===== config.mk =====
export PLATFORM = sky130hd
export DESIGN_NAME = daq_sweep_scheduler_flat
export DESIGN_NICKNAME = d
export VERILOG_FILES = /design/src/rtl/daq_sweep_scheduler_if.sv /design/src/rtl/daq_sweep_scheduler.sv /design/src/flat_wrapper.sv
export SDC_FILE = /design/constraint.sdc
export NUM_CORES = 1
export LEC_CHECK = 0
export CAP_MARGIN = 0
export CORE_MARGIN = 2
export CORE_UTILIZATION = 35
export DETAILED_ROUTE_END_ITERATION = 10
export PLACE_DENSITY_LB_ADDON = 0.12
export SYNTH_ARGS = -nofsm -noshare
export SYNTH_HDL_FRONTEND = slang
export SYNTH_SLANG_ARGS = --single-unit

===== constraint.sdc =====
create_clock -name Clk -period 5.3 [get_ports Clk]
set_input_delay 0.53 -clock Clk [delete_from_list [all_inputs] [get_ports Clk]]
set_output_delay 0.53 -clock Clk [all_outputs]
set_load 0.01 [all_outputs]

===== src/rtl/daq_sweep_scheduler_if.sv =====
// ---------------------------------------------------------------------------
// daq_sweep_scheduler_if
//
// Purpose: bundles the signals between the DAC-sweep scheduler, the USB
// command/register block, the slow-control loader and the slave DAQ
// controller.
//
// Signals (directions from the scheduler's point of view, modport master):
//   SweepStart      in   level; high runs the sweep, low aborts it
//   StartDac        in   first DAC code
//   EndDac          in   last DAC code (inclusive)
//   DacStep         in   DAC increment (0 behaves as 1)
//   TriggersPerStep in   acquisitions per DAC code (0 behaves as 1)
//   TriggerPeriod   in   idle cycles after OnceEnd before the next trigger
//   ConfigDone      in   one-cycle pulse: DAC load finished
//   OnceEnd         in   rising edge: one acquisition finished
//   ModuleStart     out  arms the slave DAQ
//   AcqStart        out  trigger to the slave DAQ
//   DacValue        out  current DAC code
//   ConfigLoad      out  one-cycle reload request to slow control
//   StepTrigCount   out  triggers completed at the current DAC code
//   Busy            out  high whenever the scheduler is not idle
//   SweepDone       out  high while the sweep has finished
//   TimeoutFlag     out  sticky OnceEnd timeout indication
//   dbg_state       out  current scheduler state encoding
//
// Handshake: ConfigLoad is a one-cycle request; the loader answers with a
// one-cycle ConfigDone once the DAC holds DacValue. Only the ConfigDone that
// arrives while the scheduler is waiting for it is honoured; any other pulse
// is dropped. The request is never repeated while outstanding.
// ---------------------------------------------------------------------------
interface daq_sweep_scheduler_if;
    logic        SweepStart;
    logic [9:0]  StartDac;
    logic [9:0]  EndDac;
    logic [9:0]  DacStep;
    logic [15:0] TriggersPerStep;
    logic [15:0] TriggerPeriod;
    logic        ConfigDone;
    logic        OnceEnd;
    logic        ModuleStart;
    logic        AcqStart;
    logic [9:0]  DacValue;
    logic        ConfigLoad;
    logic [15:0] StepTrigCount;
    logic        Busy;
    logic        SweepDone;
    logic        TimeoutFlag;
    logic [3:0]  dbg_state;

    modport master (
        input  SweepStart, StartDac, EndDac, DacStep, TriggersPerStep,
               TriggerPeriod, ConfigDone, OnceEnd,
        output ModuleStart, AcqStart, DacValue, ConfigLoad, StepTrigCount,
               Busy, SweepDone, TimeoutFlag, dbg_state
    );

    modport slave (
        output SweepStart, StartDac, EndDac, DacStep, TriggersPerStep,
               TriggerPeriod, ConfigDone, OnceEnd,
        input  ModuleStart, AcqStart, DacValue, ConfigLoad, StepTrigCount,
               Busy, SweepDone, TimeoutFlag, dbg_state
    );
endinterface


===== src/rtl/daq_sweep_scheduler.sv =====
// ---------------------------------------------------------------------------
// daq_sweep_scheduler
//
// Purpose: walks the threshold DAC from StartDac to EndDac for S-curve
// measurement. For each code it requests a slow-control reload, arms the
// slave DAQ (ModuleStart), fires TriggersPerStep AcqStart pulses and waits
// for each acquisition's OnceEnd (with timeout) before moving on.
//
// Ports:
//   Clk    system clock
//   reset  synchronous, active-high reset
//   bus    daq_sweep_scheduler_if.master (see the interface header)
//
// Parameters:
//   ARM_WAIT     cycles from ModuleStart rise to the first trigger (>= 1)
//   TRIG_WIDTH   AcqStart high time in cycles (>= 1)
//   DROP_CYCLES  ModuleStart low time between DAC steps
//   TIMEOUT      maximum cycles to wait for OnceEnd per trigger (>= 1)
// ---------------------------------------------------------------------------
module daq_sweep_scheduler #(
    parameter int unsigned ARM_WAIT    = 64,
    parameter int unsigned TRIG_WIDTH  = 4,
    parameter int unsigned DROP_CYCLES = 16,
    parameter int unsigned TIMEOUT     = 65535
) (
    input logic                   Clk,
    input logic                   reset,
    daq_sweep_scheduler_if.master bus
);

    typedef enum logic [3:0] {
        S_IDLE     = 4'd0,
        S_LOAD     = 4'd1,
        S_WAIT_CFG = 4'd2,
        S_ARM      = 4'd3,
        S_TRIG     = 4'd4,
        S_WAIT_END = 4'd5,
        S_GAP      = 4'd6,
        S_NEXT     = 4'd7,
        S_DONE     = 4'd8
    } state_t;

    // One shared delay counter; 17 bits so a full 16-bit TIMEOUT or
    // TriggerPeriod never wraps.
    localparam int CW = 17;
    localparam logic [CW-1:0] ONE        = CW'(1);
    localparam logic [CW-1:0] ARM_LAST   = CW'(ARM_WAIT - 1);
    localparam logic [CW-1:0] TRIG_LAST  = CW'(TRIG_WIDTH - 1);
    localparam logic [CW-1:0] TOUT_LAST  = CW'(TIMEOUT - 1);
    // NEXT lasts DROP_CYCLES+1 cycles so that ModuleStart stays low for at
    // least DROP_CYCLES+1 cycles before the (registered) ConfigLoad rises.
    localparam logic [CW-1:0] DROP_LAST  = CW'(DROP_CYCLES);

    state_t        state_q;
    logic [CW-1:0] cnt_q;
    logic [9:0]    dac_q;
    logic [15:0]   step_cnt_q;
    logic          module_start_q;
    logic          acq_start_q;
    logic          config_load_q;
    logic          busy_q;
    logic          sweep_done_q;
    logic          timeout_q;
    logic          once_end_r_q;
    logic          once_end_rr_q;

    logic          once_end_edge;
    logic [15:0]   eff_tps;
    logic [9:0]    eff_step;
    logic [10:0]   next_dac;
    logic          dac_overrun;
    logic          abort;

    assign once_end_edge = once_end_r_q & ~once_end_rr_q;
    assign eff_tps       = (bus.TriggersPerStep == 16'd0) ? 16'd1 : bus.TriggersPerStep;
    assign eff_step      = (bus.DacStep == 10'd0) ? 10'd1 : bus.DacStep;
    // Computed in 11 bits so a step past 1023 is seen as overrun, not a wrap.
    assign next_dac      = {1'b0, dac_q} + {1'b0, eff_step};
    assign dac_overrun   = (next_dac > {1'b0, bus.EndDac}) || next_dac[10];
    assign abort         = !bus.SweepStart && (state_q != S_IDLE) && (state_q != S_DONE);

    always_ff @(posedge Clk) begin
        if (reset) begin
            state_q        <= S_IDLE;
            cnt_q          <= '0;
            dac_q          <= '0;
            step_cnt_q     <= '0;
            module_start_q <= 1'b0;
            acq_start_q    <= 1'b0;
            config_load_q  <= 1'b0;
            busy_q         <= 1'b0;
            sweep_done_q   <= 1'b0;
            timeout_q      <= 1'b0;
            once_end_r_q   <= 1'b0;
            once_end_rr_q  <= 1'b0;
        end else begin
            once_end_r_q  <= bus.OnceEnd;
            once_end_rr_q <= once_end_r_q;

            // Strobe outputs follow the state one cycle later.
            module_start_q <= (state_q == S_ARM) || (state_q == S_TRIG) ||
                              (state_q == S_WAIT_END) || (state_q == S_GAP);
            acq_start_q    <= (state_q == S_TRIG);
            config_load_q  <= (state_q == S_LOAD);

            if (abort) begin
                // DacValue, StepTrigCount and TimeoutFlag keep their values.
                state_q        <= S_IDLE;
                cnt_q          <= '0;
                module_start_q <= 1'b0;
                acq_start_q    <= 1'b0;
                config_load_q  <= 1'b0;
                busy_q         <= 1'b0;
            end else begin
                unique case (state_q)
                    S_IDLE: begin
                        if (bus.SweepStart) begin
                            state_q    <= S_LOAD;
                            dac_q      <= bus.StartDac;
                            timeout_q  <= 1'b0;
                            step_cnt_q <= '0;
                            busy_q     <= 1'b1;
                        end
                    end
                    S_LOAD: begin
                        state_q <= S_WAIT_CFG;
                    end
                    S_WAIT_CFG: begin
                        if (bus.ConfigDone) begin
                            state_q <= S_ARM;
                            cnt_q   <= '0;
                        end
                    end
                    S_ARM: begin
                        if (cnt_q == ARM_LAST) begin
                            state_q <= S_TRIG;
                            cnt_q   <= '0;
                        end else begin
                            cnt_q <= cnt_q + ONE;
                        end
                    end
                    S_TRIG: begin
                        if (cnt_q == TRIG_LAST) begin
                            state_q <= S_WAIT_END;
                            cnt_q   <= '0;
                        end else begin
                            cnt_q <= cnt_q + ONE;
                        end
                    end
                    S_WAIT_END: begin
                        // The edge is tested first so it wins over a
                        // coincident timeout.
                        if (once_end_edge) begin
                            state_q    <= S_GAP;
                            step_cnt_q <= step_cnt_q + 16'd1;
                            cnt_q      <= '0;
                        end else if (cnt_q == TOUT_LAST) begin
                            state_q    <= S_GAP;
                            timeout_q  <= 1'b1;
                            step_cnt_q <= step_cnt_q + 16'd1;
                            cnt_q      <= '0;
                        end else begin
                            cnt_q <= cnt_q + ONE;
                        end
                    end
                    S_GAP: begin
                        // A TriggerPeriod of 0 still spends one cycle here.
                        if ((cnt_q + ONE) >= {1'b0, bus.TriggerPeriod}) begin
                            cnt_q <= '0;
                            if (step_cnt_q < eff_tps) begin
                                state_q <= S_TRIG;
                            end else begin
                                state_q <= S_NEXT;
                            end
                        end else begin
                            cnt_q <= cnt_q + ONE;
                        end
                    end
                    S_NEXT: begin
                        if (dac_overrun) begin
                            state_q      <= S_DONE;
                            sweep_done_q <= 1'b1;
                        end else if (cnt_q == DROP_LAST) begin
                            state_q    <= S_LOAD;
                            dac_q      <= next_dac[9:0];
                            step_cnt_q <= '0;
                            cnt_q      <= '0;
                        end else begin
                            cnt_q <= cnt_q + ONE;
                        end
                    end
                    S_DONE: begin
                        if (!bus.SweepStart) begin
                            state_q      <= S_IDLE;
                            sweep_done_q <= 1'b0;
                            busy_q       <= 1'b0;
                        end
                    end
                    default: begin
                        state_q      <= S_IDLE;
                        busy_q       <= 1'b0;
                        sweep_done_q <= 1'b0;
                    end
                endcase
            end
        end
    end

    assign bus.ModuleStart   = module_start_q;
    assign bus.AcqStart      = acq_start_q;
    assign bus.DacValue      = dac_q;
    assign bus.ConfigLoad    = config_load_q;
    assign bus.StepTrigCount = step_cnt_q;
    assign bus.Busy          = busy_q;
    assign bus.SweepDone     = sweep_done_q;
    assign bus.TimeoutFlag   = timeout_q;
    assign bus.dbg_state     = state_q;

endmodule


===== src/flat_wrapper.sv =====
// flat-port wrapper written by rule: the top's interface ports become plain ports
module daq_sweep_scheduler_flat 
#(
    parameter int unsigned ARM_WAIT    = 64,
    parameter int unsigned TRIG_WIDTH  = 4,
    parameter int unsigned DROP_CYCLES = 16,
    parameter int unsigned TIMEOUT     = 65535
)
  (Clk, reset, bus_SweepStart, bus_StartDac, bus_EndDac, bus_DacStep, bus_TriggersPerStep, bus_TriggerPeriod, bus_ConfigDone, bus_OnceEnd, bus_ModuleStart, bus_AcqStart, bus_DacValue, bus_ConfigLoad, bus_StepTrigCount, bus_Busy, bus_SweepDone, bus_TimeoutFlag, bus_dbg_state);
  daq_sweep_scheduler_if bus_i ();
  input logic Clk;
  input logic reset;
  input wire logic [$bits(bus_i.SweepStart)-1:0] bus_SweepStart;
  input wire logic [$bits(bus_i.StartDac)-1:0] bus_StartDac;
  input wire logic [$bits(bus_i.EndDac)-1:0] bus_EndDac;
  input wire logic [$bits(bus_i.DacStep)-1:0] bus_DacStep;
  input wire logic [$bits(bus_i.TriggersPerStep)-1:0] bus_TriggersPerStep;
  input wire logic [$bits(bus_i.TriggerPeriod)-1:0] bus_TriggerPeriod;
  input wire logic [$bits(bus_i.ConfigDone)-1:0] bus_ConfigDone;
  input wire logic [$bits(bus_i.OnceEnd)-1:0] bus_OnceEnd;
  output wire logic [$bits(bus_i.ModuleStart)-1:0] bus_ModuleStart;
  output wire logic [$bits(bus_i.AcqStart)-1:0] bus_AcqStart;
  output wire logic [$bits(bus_i.DacValue)-1:0] bus_DacValue;
  output wire logic [$bits(bus_i.ConfigLoad)-1:0] bus_ConfigLoad;
  output wire logic [$bits(bus_i.StepTrigCount)-1:0] bus_StepTrigCount;
  output wire logic [$bits(bus_i.Busy)-1:0] bus_Busy;
  output wire logic [$bits(bus_i.SweepDone)-1:0] bus_SweepDone;
  output wire logic [$bits(bus_i.TimeoutFlag)-1:0] bus_TimeoutFlag;
  output wire logic [$bits(bus_i.dbg_state)-1:0] bus_dbg_state;
  assign bus_i.SweepStart = bus_SweepStart;
  assign bus_i.StartDac = bus_StartDac;
  assign bus_i.EndDac = bus_EndDac;
  assign bus_i.DacStep = bus_DacStep;
  assign bus_i.TriggersPerStep = bus_TriggersPerStep;
  assign bus_i.TriggerPeriod = bus_TriggerPeriod;
  assign bus_i.ConfigDone = bus_ConfigDone;
  assign bus_i.OnceEnd = bus_OnceEnd;
  assign bus_ModuleStart = bus_i.ModuleStart;
  assign bus_AcqStart = bus_i.AcqStart;
  assign bus_DacValue = bus_i.DacValue;
  assign bus_ConfigLoad = bus_i.ConfigLoad;
  assign bus_StepTrigCount = bus_i.StepTrigCount;
  assign bus_Busy = bus_i.Busy;
  assign bus_SweepDone = bus_i.SweepDone;
  assign bus_TimeoutFlag = bus_i.TimeoutFlag;
  assign bus_dbg_state = bus_i.dbg_state;
  daq_sweep_scheduler #(.ARM_WAIT(ARM_WAIT), .TRIG_WIDTH(TRIG_WIDTH), .DROP_CYCLES(DROP_CYCLES), .TIMEOUT(TIMEOUT)) u_core (.Clk(Clk), .reset(reset), .bus(bus_i));
endmodule

* After elaboration in Yosys (flattened, before gate mapping) *
Index checks and enable logic that the tools add are counted.

word-level totals
  register bits after elaboration = 55
  output and inout port bits = 36
  logic and storage cells = 116

cells by class
  add/sub/neg operators = 3
  $lt $le $gt $ge = 3
  equality and inequality tests = 26
  mux-type cells = 42
  bitwise logic cells = 5
  reductions and logical operators = 25

operators with widths
  kind                   count
  $mux 17                8
  $pmux 17 s6            1
  $mux 16                6
  $pmux 16 s3            1
  $mux 10                4
  $mux 4                 10
  $pmux 4 s9             1
  $pmux 10 s2            1
  $ne 2x2->1 const B     9
  $add 17x1->17 const B  1
  $eq 17x16->1 const B   1
  $eq 17x2->1 const B    1
  $eq 17x5->1 const B    1
  $eq 17x6->1 const B    1
  $ge 17x16->1           1
  $add 16x1->16 const B  1
  $eq 4x3->1 const B     4
  $logic_not 16->1       1
  $lt 16x16->1           1
  $reduce_or 7->1        2
  $add 10x10->11         1
  $gt 11x10->1           1
  $logic_not 10->1       1
  $reduce_and 5->1       2
  other kinds (26)       43

* Logic depth before layout (Yosys ltp) *
Gate-level depths: netlist (run 1).

  word-level depth = 7
  mapped depth = 19
  depth with buffers taken out = 17

* Worst setup path after synthesis (run 1) *
No wires, ideal clock.

  path kind = input to register
  from = input port bus_DacStep[1]
  to = register u_core.step_cnt_q[7], in the netlist u_core.bus.StepTrigCount[7]
  data arrival time = 3,911 ps
  data required time = 5,184 ps
  setup slack = 1,273 ps
  cell stages on the path = 19
  path buffers = 2
  cells stage by stage = nor3_1 a31o_2 ha_1 fa_1 a211oi_1 nor2_1 o21a_1 nor2_1 xnor2_1 ha_1 nand3_1 a211oi_1 nor4_1 o21ai_2 buf_6 buf_6 a2111oi_4 xnor2_1 nor2_2

between the ends
  cells in the longest elaborated chain, start to end = 7

RTL lines
  item                          RTL line                    text
  start, declared               flat_wrapper.sv:16          input wire logic [$bits(bus_i.DacStep)-1:0] bus_DacStep;
  $logic_not 10->1              daq_sweep_scheduler.sv:76   assign eff_step = (bus.DacStep == 10'd0) ? 10'd1 : bus.DacStep;
  $mux 10 *                     daq_sweep_scheduler.sv:76
  $add 10x10->11 *              daq_sweep_scheduler.sv:78   assign next_dac = {1'b0, dac_q} + {1'b0, eff_step};
  $gt 11x10->1                  daq_sweep_scheduler.sv:79   assign dac_overrun = (next_dac > {1'b0, bus.EndDac}) || next_dac[10];
  $logic_or 1x1->1 *            daq_sweep_scheduler.sv:79
  $ne 2x2->1 (no line) *        --
  $reduce_and 6->1 (no line) *  --
  end signal, assigned          daq_sweep_scheduler.sv:155  step_cnt_q <= step_cnt_q + 16'd1;
  end signal, assigned          daq_sweep_scheduler.sv:160  step_cnt_q <= step_cnt_q + 16'd1;
  end, declared                 daq_sweep_scheduler.sv:57   logic [15:0] step_cnt_q;

Mark *: on every way between the ends. The rest lies on a longest branch, timed or not.
A chain may end at the register's enable or synchronous reset.

* Final worst setup path (run 1) *
  from = input port bus_DacStep[1]
  to = register u_core.dac_q[7], in the netlist u_core.bus.DacValue[7]

between the ends
  cells in the longest elaborated chain, start to end = 7
  elaborated cells between the ends (all ways) = 10

RTL lines
  item                        RTL line                    text
  $logic_not 10->1            daq_sweep_scheduler.sv:76
  $mux 10 *                   daq_sweep_scheduler.sv:76
  $add 10x10->11 *            daq_sweep_scheduler.sv:78
  $gt 11x10->1                daq_sweep_scheduler.sv:79
  $logic_or 1x1->1            daq_sweep_scheduler.sv:79
  $ne 2x2->1 (no line)        --
  $reduce_and 5->1 (no line)  --
  end signal, assigned        daq_sweep_scheduler.sv:119  dac_q <= bus.StartDac;
  end signal, assigned        daq_sweep_scheduler.sv:185  dac_q <= next_dac[9:0];
  end, declared               daq_sweep_scheduler.sv:56   logic [9:0] dac_q;

Mark *: on every way between the ends. The rest lies on a longest branch, timed or not. The select of a mux whose other input is x is not followed.

==> flow_summary.yaml, run 1 <==
status:
  outcome: "completed"
setup_path:
  critical_path_required_ps: 5490
  critPathBufInv: 2
  timing_worst_setup_path_type: "input pin to flip-flop"
  data_arrival_time_of_the_critical_path_ps: 4870
  r2r_cells: 15
  endpoint_kind: "flip-flop"
  worst_setup_path_start_kind: "input pin"
  timing.critical_path.slowest_stage_cell: "clkdlybuf4s50_1"
  crit_path_max_incr_delay_ps: 540
  critPathMaxFanout: 19
  critical_path_cell_count: 19
  timing.critical_path.max_delay_family: "compound AO/OA/AOI/OAI gates"
  cp_common_cell: "nor2_1"
  cp_cell_sequence: "clkdlybuf4s50_1 -> nor3_1 -> a31o_2 -> ha_1 -> fa_1 -> a211oi_1 -> nor2_1 -> o21a_1 -> nor2_1 -> xnor2_1 -> ha_1 -> nand3_1 -> a211oi_1 -> nor4_1 -> o21ai_2 -> o31ai_2 -> buf_4 -> nor2_1 -> a311oi_1"
  worst-r2r-setup-slack_ps: 1310
synth:
  synth.net_count: 699
  netlist_instances: 576
  synth_edf_count: 0
  synth_seq_cells: 55
  synth_async_sr_flop_share: 0
  netlist_top_cells_area: "dfxtp_1 23%, ha_1 15%, xnor2_1 5.5%, inv_1 4.2%, nor2_1 3.8%"
  syn_area_per_cell_um2: 8.23
  yosysTopAreaCell: "dfxtp_1"
  yosys.cell_types.count: 79
  synth.yosys.warnings: 0
  synth_top_area_frac: 0.232
  synth_area_um2: 4740
  synth_seq_area_share: 0.232
  synth_ff_type: "dfxtp_1"
global_routing:
  antenna_violations_before_repair: 0
  grt_pass1_vias: 4344
  grt_remaining_overflow: 0
  globalRouteTotalUtil: 0.183
  grt_first_pass_wirelength_mm: 21.8
  grt_start_max_net_pins: 28
route:
  drc: 0
  detail_route.wirelength_mm: 13.0
  drt.antenna.violating_nets: 0
  drt-initial-drc-count: 210
  avgRoutedWirePerCell_um: 15.6
  first_pass_iters: 4
  num_vias: 4397
  vias_per_cell: 5.30
clock_tree:
  cts.hold.buffers_added: 0
  tritoncts.num_buffers: 5
  cts_tree: "built"
  cts_max_level: 2
  cts_setup_buffers: 0
  clock_path_buffers: 2
  clock-sinks: 55
  clockRootBuffer: "clkbuf_16"
  cts-resized-gates: 0
  clkTransAtPathRegs_ps: 70
  clk-insertion-delay-late_ps: 300
finish:
  area.growth.synth_to_final_pct: 26.2
  drive_gt1_frac: 0.0780
  layout.cell_area.non_filler_um2: 5990
  layout.cells.most_common: "clkdlybuf4s50_1"
  final_net_count: 776
  most-common-layout-cells: "102 x clkdlybuf4s50_1, 55 x ha_1, 55 x dfxtp_1"
  diodes: 0
timing:
  worst_slew_pin_slew_ps: 886
  final.setup_skew_ps: 4.77
  slew-limit-headroom: 0.408
  post-route-period-util: 0.884
  rsz0062_at_grt: "false"
  finalWorstPathRequiredPeriod_ps: 4680
  fmax_mhz: 214
  setup_violations: 0
  drv_slew: 0
  final_hold_viol_count: 0
  fin_tns_setup_ps: 0
floorplan:
  initial_core_utilization: 0.358
  design.core.area_um2: 13200
  ios: 103
  floorplan.die_area_um2: 14500
  die_y_um: 120
  chipWidth_um: 120
  core.rowCount: 42
place:
  postPlaceCellArea_um2: 5830
  finalWeightedCongestion: 0.831
  dp_hpwl_mm: 10.1
  place.port_buffers: 102
hold_path:
  hold_path_class: "flip-flop to flip-flop"
  hold_depth: 1
power_and_ir_drop:
  ir_drop_mv: 0.148
  cellLeakagePower_nw: 2.35
  p_per_area_nw_per_um2: 297
job:
  cap_viol_max_count: 0
==> through the flow <==
stage	power, mW	util	hold WS (ps)	worst slack [ps]	instances
after floorplan	1.15	-	462	1270	576
after global placement	1.41	0.440	491	425	822
after detailed placement	1.42	0.440	481	298	822
after CTS	1.79	0.452	498	605	830
after global routing	1.91	0.452	501	288	830
final	1.78	0.452	496	617	830
==> cells in the mapped netlist (4+ instances only) <==
| cell type | count |
|---|---|
| a22o_1 | 14 |
| a21oi_1 | 26 |
| and2_1 | 5 |
| o31ai_1 | 4 |
| ha_1 | 55 |
| xor2_1 | 6 |
| nor2b_1 | 9 |
| nor4_1 | 10 |
| buf_2 | 10 |
| a211oi_1 | 11 |
| nor2_1 | 48 |
| nor3_1 | 10 |
| nand3_1 | 18 |
| and3_1 | 5 |
| inv_1 | 53 |
| xnor2_1 | 30 |
| nand2_1 | 41 |
| o21ai_0 | 18 |
| buf_6 | 5 |
| clkbuf_1 | 16 |
| dfxtp_1 | 55 |
| a21o_1 | 5 |
| a311oi_1 | 8 |
| or2_2 | 4 |
| a2111oi_2 | 9 |
| nand4_1 | 16 |
==> per-layer routing <==
metal	part of all wire	GRT usage	wire length, um
met2	0.47	0.304	6080
met5	0	0	0
met1	0.48	0.253	6280
met3	0.037	0.0250	476
met4	0.0098	0.0400	127
==> cell type report <==
class | count | area, um2
clock buffers | 7 | 153
clock inverters | 1 | 7.51
fillers | 1323 | 7260
inverters | 54 | 203
multi-input cells | 432 | 3250
flip-flops and latches | 55 | 1100
well taps | 176 | 220
repair buffers | 105 | 1060
==> flip-flops by register name (all words and copies together) (netlist names) <==
register                  count
u_core.bus.Busy               1
u_core.bus.SweepDone          1
u_core.bus.TimeoutFlag        1
u_core.cnt_q                 17
u_core.bus.StepTrigCount     16
u_core.bus.dbg_state          4
u_core.once_end_rr_q          1
u_core.bus.DacValue          10
u_core.bus.ConfigLoad         1
u_core.bus.AcqStart           1
u_core.bus.ModuleStart        1
u_core.once_end_r_q           1
==> path summary, 6_finish.rpt <==
check | to | from
max | u_core.bus.DacValue[7]$_SDFFE_PP0P_ | bus_DacStep[1]
min | u_core.once_end_rr_q$_SDFF_PP0_ | u_core.once_end_r_q$_SDFF_PP0_
max reg2reg | u_core.bus.DacValue[7]$_SDFFE_PP0P_ | u_core.bus.DacValue[1]$_SDFFE_PP0P_
min reg2reg | u_core.once_end_rr_q$_SDFF_PP0_ | u_core.once_end_r_q$_SDFF_PP0_
==> cells by family after synthesis <==
logic type,share of synthesized area
AO/OA/AOI/OAI,0.228
buffers and inverters,0.0834
AND/OR/NAND/NOR,0.231
flip-flops,0.232
XOR/XNOR,0.0699
adder cells (fa/ha/maj),0.149
multiplexers,0.00633
==> where the power goes <==
group          internal [mW]  leakage, nW  switching (mW)  total [mW]
combinational          0.390         1.83           0.503       0.893
clock                  0.202       0.0761           0.160       0.362
sequential             0.456        0.447          0.0679       0.524
Power figures use the tool's default switching activity.
==> run 2: changes to the inputs <==
--- a/config.mk
+++ b/config.mk
@@ -9,6 +9,7 @@
 export CORE_MARGIN = 2
 export CORE_UTILIZATION = 35
 export DETAILED_ROUTE_END_ITERATION = 10
+export DONT_BUFFER_PORTS = 1
 export PLACE_DENSITY_LB_ADDON = 0.12
 export SYNTH_ARGS = -nofsm -noshare
 export SYNTH_HDL_FRONTEND = slang
==> run 2 against run 1 <==
  * Clock power is 8.3% higher
  * Core utilization decreased by 7.8 points
  * Non-clock buffer count down 104
  * Wire length fell by 5.5%
  * Maximum frequency is 3.6% lower
  * Power is 8.8% lower
  * Global-route usage down 1.1 points
  * Sequential power increased by 4.2%
  * Critical path depth fell by 2
  * Worst hold slack got worse by 210 ps
  * Largest cell class unchanged
==> flow_summary.yaml, run 2 (synthesis results as in run 1) <==
floorplan:
  chipWidth_um: 120
  core.rowCount: 42
  floorplan.die_area_um2: 14500
  die_y_um: 120
  initial_core_utilization: 0.358
  design.core.area_um2: 13200
  ios: 103
route:
  avgRoutedWirePerCell_um: 16.9
  detail_route.wirelength_mm: 12.3
  drt.antenna.violating_nets: 0
  drc: 0
  drt-initial-drc-count: 194
  num_vias: 3998
  first_pass_iters: 5
  vias_per_cell: 5.51
timing:
  final_hold_viol_count: 0
  post-route-period-util: 0.917
  setup_violations: 0
  rsz0062_at_grt: "false"
  worst_slew_pin_slew_ps: 1160
  fin_tns_setup_ps: 0
  final.setup_skew_ps: 12.1
  finalHoldWorstSlack_ps: 288
  fmax_mhz: 206
  finalWorstPathRequiredPeriod_ps: 4860
  slew-limit-headroom: 0.228
  drv_slew: 0
clock_tree:
  cts.hold.buffers_added: 0
  clock_path_buffers: 2
  clockRootBuffer: "clkbuf_16"
  cts_setup_buffers: 0
  clk-insertion-delay-late_ps: 300
  clock-sinks: 55
  tritoncts.num_buffers: 5
  cts_max_level: 2
  cts_tree: "built"
  clkTransAtPathRegs_ps: 80
  cts-resized-gates: 0
hold_path:
  hold_path_class: "input pin to flip-flop"
place:
  dp_hpwl_mm: 9.57
  postPlaceCellArea_um2: 4780
  finalWeightedCongestion: 0.835
  place.port_buffers: 0
global_routing:
  globalRouteTotalUtil: 0.172
  grt_first_pass_wirelength_mm: 20.3
  grt_start_max_net_pins: 28
  grt_remaining_overflow: 0
  grt_pass1_vias: 3932
  antenna_violations_before_repair: 0
setup_path:
  timing.critical_path.slowest_stage_cell: "o21ai_2"
  critPathMaxFanout: 20
  endpoint_kind: "flip-flop"
  cp_cell_sequence: "nor4_1 -> a31o_2 -> ha_1 -> fa_1 -> a211oi_1 -> nor2_1 -> o21a_1 -> nor2_1 -> xnor2_1 -> ha_1 -> nand3_1 -> a211oi_1 -> nor4_1 -> o21ai_2 -> o32ai_1 -> or2_4 -> a211o_1"
  critical_path_required_ps: 5490
  worst_setup_path_start_kind: "input pin"
  timing_worst_setup_path_type: "input pin to flip-flop"
  data_arrival_time_of_the_critical_path_ps: 5050
  crit_path_max_incr_delay_ps: 910
finish:
  layout.cell_area.non_filler_um2: 4950
  final_net_count: 672
  diodes: 0
  fillerInstances: 1391
  area.growth.synth_to_final_pct: 4.41
  reg_with_most_ffs: "u_core.cnt_q"
  most-common-layout-cells: "55 x ha_1, 55 x dfxtp_1, 53 x inv_1"
  finish.utilization: 0.374
  largest_reg_flops: 17
  drive_gt1_frac: 0.0891
power_and_ir_drop:
  p_per_area_nw_per_um2: 327
  cellLeakagePower_nw: 1.97
  ir_drop_mv: 0.161
job:
  cap_viol_max_count: 0
status:
  outcome: "completed"
run 2: cell count changes in the layout (fill, tap and decap cells not counted), sizes merged:
| cell | previous run | this run |
|---|---|---|
| clkinvlp | 1 | 0 |
| bufinv | 0 | 1 |
| buf | 3 | 1 |
| clkinv | 0 | 1 |
| clkdlybuf4s50 | 102 | 0 |
| clkbuf | 7 | 6 |
run 2: critical path: cells and delay by family:
family / cells / cell delay [ps]
AO/OA/AOI/OAI: 7 / 2250
XOR/XNOR: 1 / 140
adder cells (fa/ha/maj): 3 / 700
AND/OR/NAND/NOR: 6 / 1400
run 2: area by class of cell:
class / count / area (um2) / area share
repair buffers: 1 / 7.51 / 0.00152
multi-input cells: 432 / 3250 / 0.656
clock buffers: 6 / 139 / 0.0281
well taps: 176 / 220 / 0.0445
inverters: 54 / 203 / 0.0409
clock inverters: 2 / 35.0 / 0.00708
flip-flops and latches: 55 / 1100 / 0.222
run 2: power by group:
group | total [mW] | internal, mW | leakage [nW] | switching (mW)
registers | 0.546 | 0.456 | 0.447 | 0.0900
clock network | 0.392 | 0.236 | 0.0868 | 0.156
logic | 0.684 | 0.244 | 1.43 | 0.440
total | 1.62 | 0.935 | 1.97 | 0.686
run 2: layer usage:
layer | routed length [um] | up-vias | track usage | part of all wire
li1 | - | 2025 | - | -
met1 | 5760 | 1882 | 0.234 | 0.47
met2 | 5690 | 87 | 0.279 | 0.46
met3 | 736 | 4 | 0.0392 | 0.060
met4 | 68 | 0 | 0.0342 | 0.0056
met5 | 0 | - | 0 | 0
run 2: metrics by stage:
stage          worst slack [ps]  total power [mW]  instances
4_1_cts                     435              1.64        726
3_5_place_dp                132              1.24        718
3_3_place_gp                308              1.24        718
5_1_grt                    59.8              1.76        726
2_1_floorplan              1270              1.15        576
6_report                    441              1.62        726
run 2: final timing paths:
kind / start / end / slack, ps / cells after the start
max reg2reg: u_core.bus.DacValue[0]$_SDFFE_PP0P_ / u_core.bus.dbg_state[2]$_SDFFE_PP0P_ / 760 / 15
max: bus_DacStep[7] / u_core.bus.dbg_state[2]$_SDFFE_PP0P_ / 440 / 17
min: reset / u_core.bus.DacValue[2]$_SDFFE_PP0P_ / 290 / 1
min reg2reg: u_core.once_end_r_q$_SDFF_PP0_ / u_core.once_end_rr_q$_SDFF_PP0_ / 490 / 1
